===== src/rtl/cpu_pkg.sv =====
// rtl/cpu_pkg.sv - shared constants and one-hot helper for the register-select path
package cpu_pkg;

   localparam int NUM_REGS_DEF = 16;
   localparam int IR_W_DEF     = 32;
   localparam int RA_LSB_DEF   = 23;
   localparam int RB_LSB_DEF   = 19;
   localparam int RC_LSB_DEF   = 15;

   // Widest register file the unit supports; onehot() is sized for it and callers slice.
   localparam int MAX_REGS  = 64;
   localparam int MAX_SEL_W = 6;

   function automatic logic [MAX_REGS-1:0] onehot(input logic [MAX_SEL_W-1:0] idx);
      logic [MAX_REGS-1:0] v;
      v      = '0;
      v[idx] = 1'b1;
      return v;
   endfunction

endpackage


===== src/rtl/onehot_dec.sv =====
// rtl/onehot_dec.sv - binary to one-hot decoder with enable
module onehot_dec #(
   parameter int SEL_W = 4
) (
   input  logic [SEL_W-1:0]      sel,
   input  logic                  en,
   output logic [(2**SEL_W)-1:0] dec
);

   always_comb begin
      dec = '0;
      if (en) begin
         dec[sel] = 1'b1;
      end
   end

endmodule


===== src/rtl/reg_select_decode.sv =====
// rtl/reg_select_decode.sv - IR latch, register field select, enable decode and write-pending scoreboard
module reg_select_decode
   import cpu_pkg::*;
#(
   parameter  int NUM_REGS = NUM_REGS_DEF,
   parameter  int IR_W     = IR_W_DEF,
   parameter  int RA_LSB   = RA_LSB_DEF,
   parameter  int RB_LSB   = RB_LSB_DEF,
   parameter  int RC_LSB   = RC_LSB_DEF,
   localparam int SEL_W    = $clog2(NUM_REGS)
) (
   input  logic                clk,
   input  logic                clr,
   input  logic                ir_load,
   input  logic [IR_W-1:0]     ir_bus,
   input  logic                gra,
   input  logic                grb,
   input  logic                grc,
   input  logic                rin,
   input  logic                rout,
   input  logic                baout,
   input  logic                reserve,
   output logic [NUM_REGS-1:0] reg_in,
   output logic [NUM_REGS-1:0] reg_out,
   output logic                r0_zero,
   output logic [SEL_W-1:0]    sel_idx,
   output logic                hazard,
   output logic [NUM_REGS-1:0] pending
);

   logic [IR_W-1:0]     ir_q;
   logic [SEL_W-1:0]    sel_hold;
   logic [SEL_W-1:0]    ra;
   logic [SEL_W-1:0]    rb;
   logic [SEL_W-1:0]    rc;
   logic [SEL_W-1:0]    idx;
   logic                any_gr;
   logic                idx_is_r0;
   logic                dec_en;
   logic [NUM_REGS-1:0] dec_out;
   logic [MAX_REGS-1:0] sb_full;
   logic [NUM_REGS-1:0] sb_mask;
   logic                unused_ir;
   logic                unused_mask;

   assign ra = ir_q[RA_LSB +: SEL_W];
   assign rb = ir_q[RB_LSB +: SEL_W];
   assign rc = ir_q[RC_LSB +: SEL_W];

   assign any_gr = gra | grb | grc;

   always_comb begin
      idx = sel_hold;
      if (gra) begin
         idx = ra;
      end else if (grb) begin
         idx = rb;
      end else if (grc) begin
         idx = rc;
      end
   end

   assign idx_is_r0 = (idx == '0);

   // baout outranks rout, so a baout aimed at R0 must suppress the decode even if rout is also high.
   always_comb begin
      dec_en = 1'b0;
      if (rin) begin
         dec_en = 1'b1;
      end else if (baout) begin
         dec_en = ~idx_is_r0;
      end else if (rout) begin
         dec_en = 1'b1;
      end
   end

   onehot_dec #(
      .SEL_W (SEL_W)
   ) u_dec (
      .sel (idx),
      .en  (dec_en),
      .dec (dec_out)
   );

   assign sb_full = onehot(MAX_SEL_W'(idx));
   assign sb_mask = sb_full[NUM_REGS-1:0];

   assign unused_ir   = ^ir_q;
   assign unused_mask = ^sb_full;

   always_ff @(posedge clk) begin
      if (clr) begin
         ir_q     <= '0;
         sel_hold <= '0;
         pending  <= '0;
         reg_in   <= '0;
         reg_out  <= '0;
         r0_zero  <= 1'b0;
         sel_idx  <= '0;
         hazard   <= 1'b0;
      end else begin
         if (ir_load) begin
            ir_q <= ir_bus;
         end
         if (any_gr) begin
            sel_hold <= idx;
         end
         sel_idx <= idx;

         reg_in  <= rin ? dec_out : '0;
         reg_out <= (!rin && (baout || rout)) ? dec_out : '0;
         r0_zero <= !rin && baout && idx_is_r0;

         hazard <= (rout | baout) & ~rin & pending[idx];

         // Set is applied after clear so reserve wins over a same-cycle rin.
         pending <= (pending & ~(rin ? sb_mask : '0)) | (reserve ? sb_mask : '0);
      end
   end

endmodule

===== config.mk =====
export PLATFORM = sky130hd
export DESIGN_NAME = reg_select_decode
export DESIGN_NICKNAME = d
export VERILOG_FILES = /design/src/rtl/cpu_pkg.sv /design/src/rtl/onehot_dec.sv /design/src/rtl/reg_select_decode.sv
export SDC_FILE = /design/constraint.sdc
export NUM_CORES = 1
export LEC_CHECK = 0
export CORE_UTILIZATION = 40
export DETAILED_ROUTE_END_ITERATION = 6
export PLACE_DENSITY = 0.75
export SETUP_SLACK_MARGIN = 0.2
export SYNTH_ARGS = -nofsm -noshare
export SYNTH_HDL_FRONTEND = slang
export SYNTH_HIERARCHICAL = 1
export SYNTH_SLANG_ARGS = --single-unit

===== constraint.sdc =====
create_clock -name clk -period 2.4 [get_ports clk]
set_input_delay 0.6 -clock clk [delete_from_list [all_inputs] [get_ports clk]]
set_output_delay 0.6 -clock clk [all_outputs]
set_load 0.05 [all_outputs]

==> flow_summary.toml <==
[drt]
drtPass1Iterations = 6
wl_per_cell_um = 14.5
via_per_inst = 4.99
drt_wl_total_um = 6930
drt_iter0_markers = 83
vias = 2387
drc = 11
drtAntennaViolNets = 0

[yosys]
synth_top_area_share_pct = 51.8
syn_nets = 330
synth_edf_count = 0
synth_top_family_by_area = "simple AND/OR/NAND/NOR gates"
yosys.area_share.simple_pct = 23.0
synthTopCellsByArea = "dfxtp_1 (52%), mux2i_1 (9.3%), and2_1 (7.4%)"
synth_compound_area_share_pct = 10.3
synth-xor-area-share_pct = 0
synth.distinct_cells = 37
postSynthRegisterBits = 70
synth_cells = 288
ys.flop_type = "dfxtp_1"
yosysWarnings = 6
ys_seq_area_share_pct = 51.8
synth_mux_area_share_pct = 11.3
async_reset_ff_share_pct = 0
netlist_area_um2 = 2700
yosysTopAreaCell = "dfxtp_1"
synth_fa_ha_area_share_pct = 0
synth_area_per_cell_um2 = 9.39

[outcome]
violations = "design-rule violations"
status = "finished with violations"

[global_routing]
grt.total_usage_pct = 20.2
grt-ovfl-total = 0
grt_pass1_vias = 2197
antenna_found_initial = 0
grt_pass1_wl_um = 11000
grt_max_degree = 22

[critical_path]
cp-start-kind = "flip-flop"
cp.required_ns = 1.80
cp_num_buf_inv = 1
crit_arrival_ns = 1.57
crit_path_max_incr_delay_ns = 0.83
crit_type = "reg -> out"
crit_chain = "clkdlybuf4s50_1"
endpoint_kind = "output pin"
worstPathMaxFanout = 4
slowest_stage = "clkdlybuf4s50_1"
cpLargestDelayFamily = "buffers and inverters"

[floorplanning]
dieArea_um2 = 7090
die_h_um = 84.2
num_rows = 29
chipWidth_um = 84.2
ios = 96
coreArea_um2 = 6420
initial_utilization_pct = 42.1

[power]
p_clk_share_pct = 33.9
switching_power_w = 0.000704
p_leak_nw = 1.69
p_per_area_nw_per_um2 = 624
finalPower_w = 0.00249
internal_power_w = 0.00179
switching_share_pct = 28.3
vdd_drop_max_v = 0.000340
p_comb_share_pct = 17.2
p_seq_share_pct = 48.9

[timing]
maxSlewViolCount = 0
fin_skew_ns = 0.00826
fmax_ghz = 0.461
holdWs_ns = 0.501
finalHoldViolations = 0
slew_headroom_pct = 40.0
fin_crit_ns = 2.17
worst_pin_slew_ns = 0.898
period_share_pct = 90.4
rsz0062_at_grt = "no"
setup_viol = 0

[place]
placedCellCount = 458
place_congestion = 0.816
hpwl_um = 5030
port_buffers = 75

[cts]
cts_made_buffers = 9
cts_max_level = 3
clk_latency_ns = 0.35
cts_root_buf = "clkbuf_8"
cts_sinks = 70
cts_tree = "built"
clk_pin_slew_ns = 0.07
postCtsHoldBufs = 0
ctsLongestPathBuffers = 2

[layout]
area_delta_synth_final_pct = 47.5
drive_gt1_share_pct = 18.0
fin_cells = 478
antenna_cells = 0
nNetsFinal = 438
finalCoreUtilization_pct = 62.1

[hold_path]
hold_class = "reg -> reg"

[job]
maxCapViolCount = 0
==> power groups by stage <==
stage | Sequential [W] | Combinational, W | Clock [W]
after floorplan | 0.00131 | 0.000183 | 0
after global placement | 0.00124 | 0.000403 | 0
after detailed placement | 0.00124 | 0.000409 | 0
after CTS | 0.00122 | 0.000408 | 0.000861
after global routing | 0.00122 | 0.000461 | 0.000906
final | 0.00122 | 0.000429 | 0.000844
==> cells in the final DEF, fill, tap and decap left out, types with 3 or more instances in the layout <==
cell             count
a211oi_1             3
a21oi_1             18
and2_1              32
and3_1               3
buf_4               32
clkbuf_8            10
clkdlybuf4s50_1     66
clkinv_4             3
dfxtp_1             70
dlymetal6s2s_1       6
inv_1                3
mux2i_1             23
nand2_1             23
nand3_1              6
nor2_1              36
nor2b_1              3
nor3_1               6
o21ai_0             16
o22ai_1              3
==> sequential cells by signal, summed over array words and instances, names as in the netlist <==
name      count
hazard        1
ir_q         12
pending      16
r0_zero       1
reg_in       16
reg_out      16
sel_hold      4
sel_idx       4
==> Yosys cell counts (2+ instances only) <==
master,count
a211o_2,2
a211oi_1,3
a21oi_1,18
and2_1,32
and3_1,3
and3_2,2
buf_1,3
clkbuf_1,4
dfxtp_1,70
inv_1,4
mux2_2,3
mux2i_1,25
nand2_1,23
nand2b_1,2
nand3_1,6
nand3b_1,2
nor2_1,38
nor2b_1,3
nor3_1,8
nor3b_1,2
o21a_1,2
o21ai_0,16
o22ai_1,3
==> final timing paths <==
check	start	end	slack, ns	cells after the start
setup reg to reg	ir_q[23]$_SDFFE_PP0P_	reg_in[0]$_SDFF_PP0_	0.41	9
hold / removal	pending[10]$_SDFF_PP0_	pending[10]$_SDFF_PP0_	0.50	2
hold reg to reg	pending[10]$_SDFF_PP0_	pending[10]$_SDFF_PP0_	0.50	2
setup / recovery	pending[2]$_SDFF_PP0_	pending[2]	0.23	1
==> metal layers <==
metal  vias up  routed length [um]  track usage [%]
li1       1191                   -                -
met2        60                3180             31.5
met3        10                 324             4.33
met1      1126                3300             26.7
met5         -                   0                0
met4         0                 128             9.72
==> cell families (layout without fill, tap and decap cells) <==
group                  count (synthesis)  in the layout
and+or+nand+nor                      124            124
DFF                                   70             70
AOI/OAI and AO/OA                     48             48
muxes                                 29             29
buffers and inverters                 17            130
==> stage by stage <==
stage               area [um2]  worst slack [ns]  setup TNS [ns]
floorplan                 2750             0.118               0
global placement          3740            -0.572          -21.45
detailed placement        3740            -0.622          -23.67
CTS                       3910             0.206               0
global route              3990             0.205               0
finish                    3990             0.230               0
==> area by class of cell <==
class	count	area, um2
Sequential cell	70	1400
Timing Repair Buffer	108	1010
Tap cell	77	96.3
Inverter	6	30.0
Clock buffer	11	141
Multi-Input combinational cell	201	1270
Clock inverter	5	35.0
Fill cell	561	2430
==> timing repair <==
item / CTS / global route
setup buffers: 0 / 4
pin swaps: 1 / 5
resized for setup: 8 / 19
setup endpoints to repair: 48 / 38
hold endpoints to repair: 0 / 0
Power figures use the tool's default switching activity.
==> patch: new RTL, same flow settings <==
Add an input register stage for `baout`, without a reset; this delays it by one clock. The other inputs are not delayed to match.
--- a/src/rtl/reg_select_decode.sv
+++ b/src/rtl/reg_select_decode.sv
@@ -28,4 +28,10 @@
    output logic [NUM_REGS-1:0] pending
 );
+
+   logic baout_q;
+
+   always_ff @(posedge clk) begin
+      baout_q <= baout;
+   end
 
    logic [IR_W-1:0]     ir_q;
@@ -68,5 +74,5 @@
       if (rin) begin
          dec_en = 1'b1;
-      end else if (baout) begin
+      end else if (baout_q) begin
          dec_en = ~idx_is_r0;
       end else if (rout) begin
@@ -109,8 +115,8 @@
 
          reg_in  <= rin ? dec_out : '0;
-         reg_out <= (!rin && (baout || rout)) ? dec_out : '0;
-         r0_zero <= !rin && baout && idx_is_r0;
+         reg_out <= (!rin && (baout_q || rout)) ? dec_out : '0;
+         r0_zero <= !rin && baout_q && idx_is_r0;
 
-         hazard <= (rout | baout) & ~rin & pending[idx];
+         hazard <= (rout | baout_q) & ~rin & pending[idx];
 
          // Set is applied after clear so reserve wins over a same-cycle rin.
Formal check against the unedited RTL: not equivalent (a bounded check fails within 4 cycles, from zero or initial values).
==> patch against the unedited design <==
- critical path depth did not move
- sequential share of layout area fell by 0.53 points
- critical endpoint is now pending[9]
- total power rose by 3.4%
- critical path type unchanged
- design area rose by 3.0%
- maximum frequency rose by 1.4%
- sequential cell count rose by 1
- synthesized area rose by 6.0%
- wire length rose by 2.8%
- largest cell class unchanged
- worst setup slack improved by 29 ps
==> patch: results (changes against the unedited design) <==
P_leak: 0.00164 uW (-3.2%)
Max rail drop VDD: 0.516 mV (+52%)
nets: 453 (+3.4%)
FF-to-FF path depth: 8 (-1)
HP Class: register to register
DR vias/cell: 5.04 (+0.91%)
Worst Setup SP: pending[9]
layout cells sized above 1: 16.9% (-1.1 points)
Syn Nets: 350 (+6.1%)
Final Cycle Share: 89.2% (-1.2 points)
Post-Place Cells: 494 (+7.9%)
FILL cells: 594 (+5.9%)
starting DRC count in detailed routing: 88 (+6.0%)
cts repair resizes: 11 (+3)
first-pass GRT wire length: 11.2 mm (+2.4%)
Power Internal: 1870 uW (+4.8%)
status: finished, final reports clean
r2r startpoint: ir_q[18]
Slew @ Worst Pin: 522 ps (-376 ps)
Commonest cells post-synth: dfxtp_1, nor2_1, and2_1
Area contributors post-synth: dfxtp_1, and2_1, mux2i_1
Cell variety after synth: 42 (+14%)
Total Routed Length: 7.13 mm (+2.8%)
Post-Place Worst Slack: -469 ps (+152 ps)
Layout Skew: 4.89 ps (-3.37 ps)
vias: 2575 (+7.9%)
vias in the first global route: 2429 (+11%)
DR pass1 iterations: 4 (-2)
Area after DPL: 3890 um^2 (+4.0%)
Seq/Total Area, Yosys: 49.6% (-2.2 points)
Synth Instances: 308 (+6.9%)
CP Max Fanout: 3 (-1)
DP Wirelength: 5.03 mm (+0.19%)
largest net degree at the start of global routing: 38 (+73%)
==> patch: cell type report <==
type	count	area (um^2)	share of cell area [%]
sequential	71	1420	34.6
multi-input combinational	215	1360	33.1
timing repair buffer	106	982	23.9
clock buffer	9	124	3.02
tap	96	120	2.93
clock inverter	6	61.3	1.49
inverter	8	37.5	0.914
==> patch: power by group through the flow <==
| stage | Combinational, uW | Clock [uW] | Sequential, uW |
|---|---|---|---|
| 2_1_floorplan | 196 | 0 | 1320 |
| 3_3_place_gp | 415 | 0 | 1260 |
| 3_5_place_dp | 424 | 0 | 1260 |
| 4_1_cts | 431 | 921 | 1240 |
| 5_1_grt | 468 | 982 | 1240 |
| 6_report | 439 | 898 | 1240 |
==> patch: kinds of logic (layout without fill, tap and decap cells) <==
group,count (synthesis),count (layout),synth area share [%]
flops,71,71,49.6
buf+inv,22,129,3.71
compound gates,65,65,14.7
mux,25,25,9.08
simple gates,125,125,22.9
==> patch: per-layer routing <==
layer / vias to the layer above / GRT usage, % / share of wire, %
met4: 0 / 6.82 / 1.6
met2: 110 / 33.0 / 47
li1: 1272 / - / -
met5: - / 0 / 0
met1: 1179 / 23.2 / 45
met3: 14 / 6.29 / 6.2
==> patch: metrics by stage <==
stage                     util, %  hold slack, ps
after floorplan                 -             460
after global placement       56.6             480
after detailed placement     56.6             486
after CTS                    59.5             497
after global routing         59.8             538
final                        59.8             493
==> patch: how the worst min path moves through the flow <==
stage	from	endpoint	slack, ps	cells after the start
floorplan	ir_q[15]	ir_q[15]	460	2
global placement	ir_q[22]	ir_q[22]	480	2
detailed placement	pending[8]	pending[8]	490	2
CTS	pending[13]	pending[13]	500	2
global route	pending[4]	pending[4]	540	2
finish	pending[12]	pending[12]	490	2
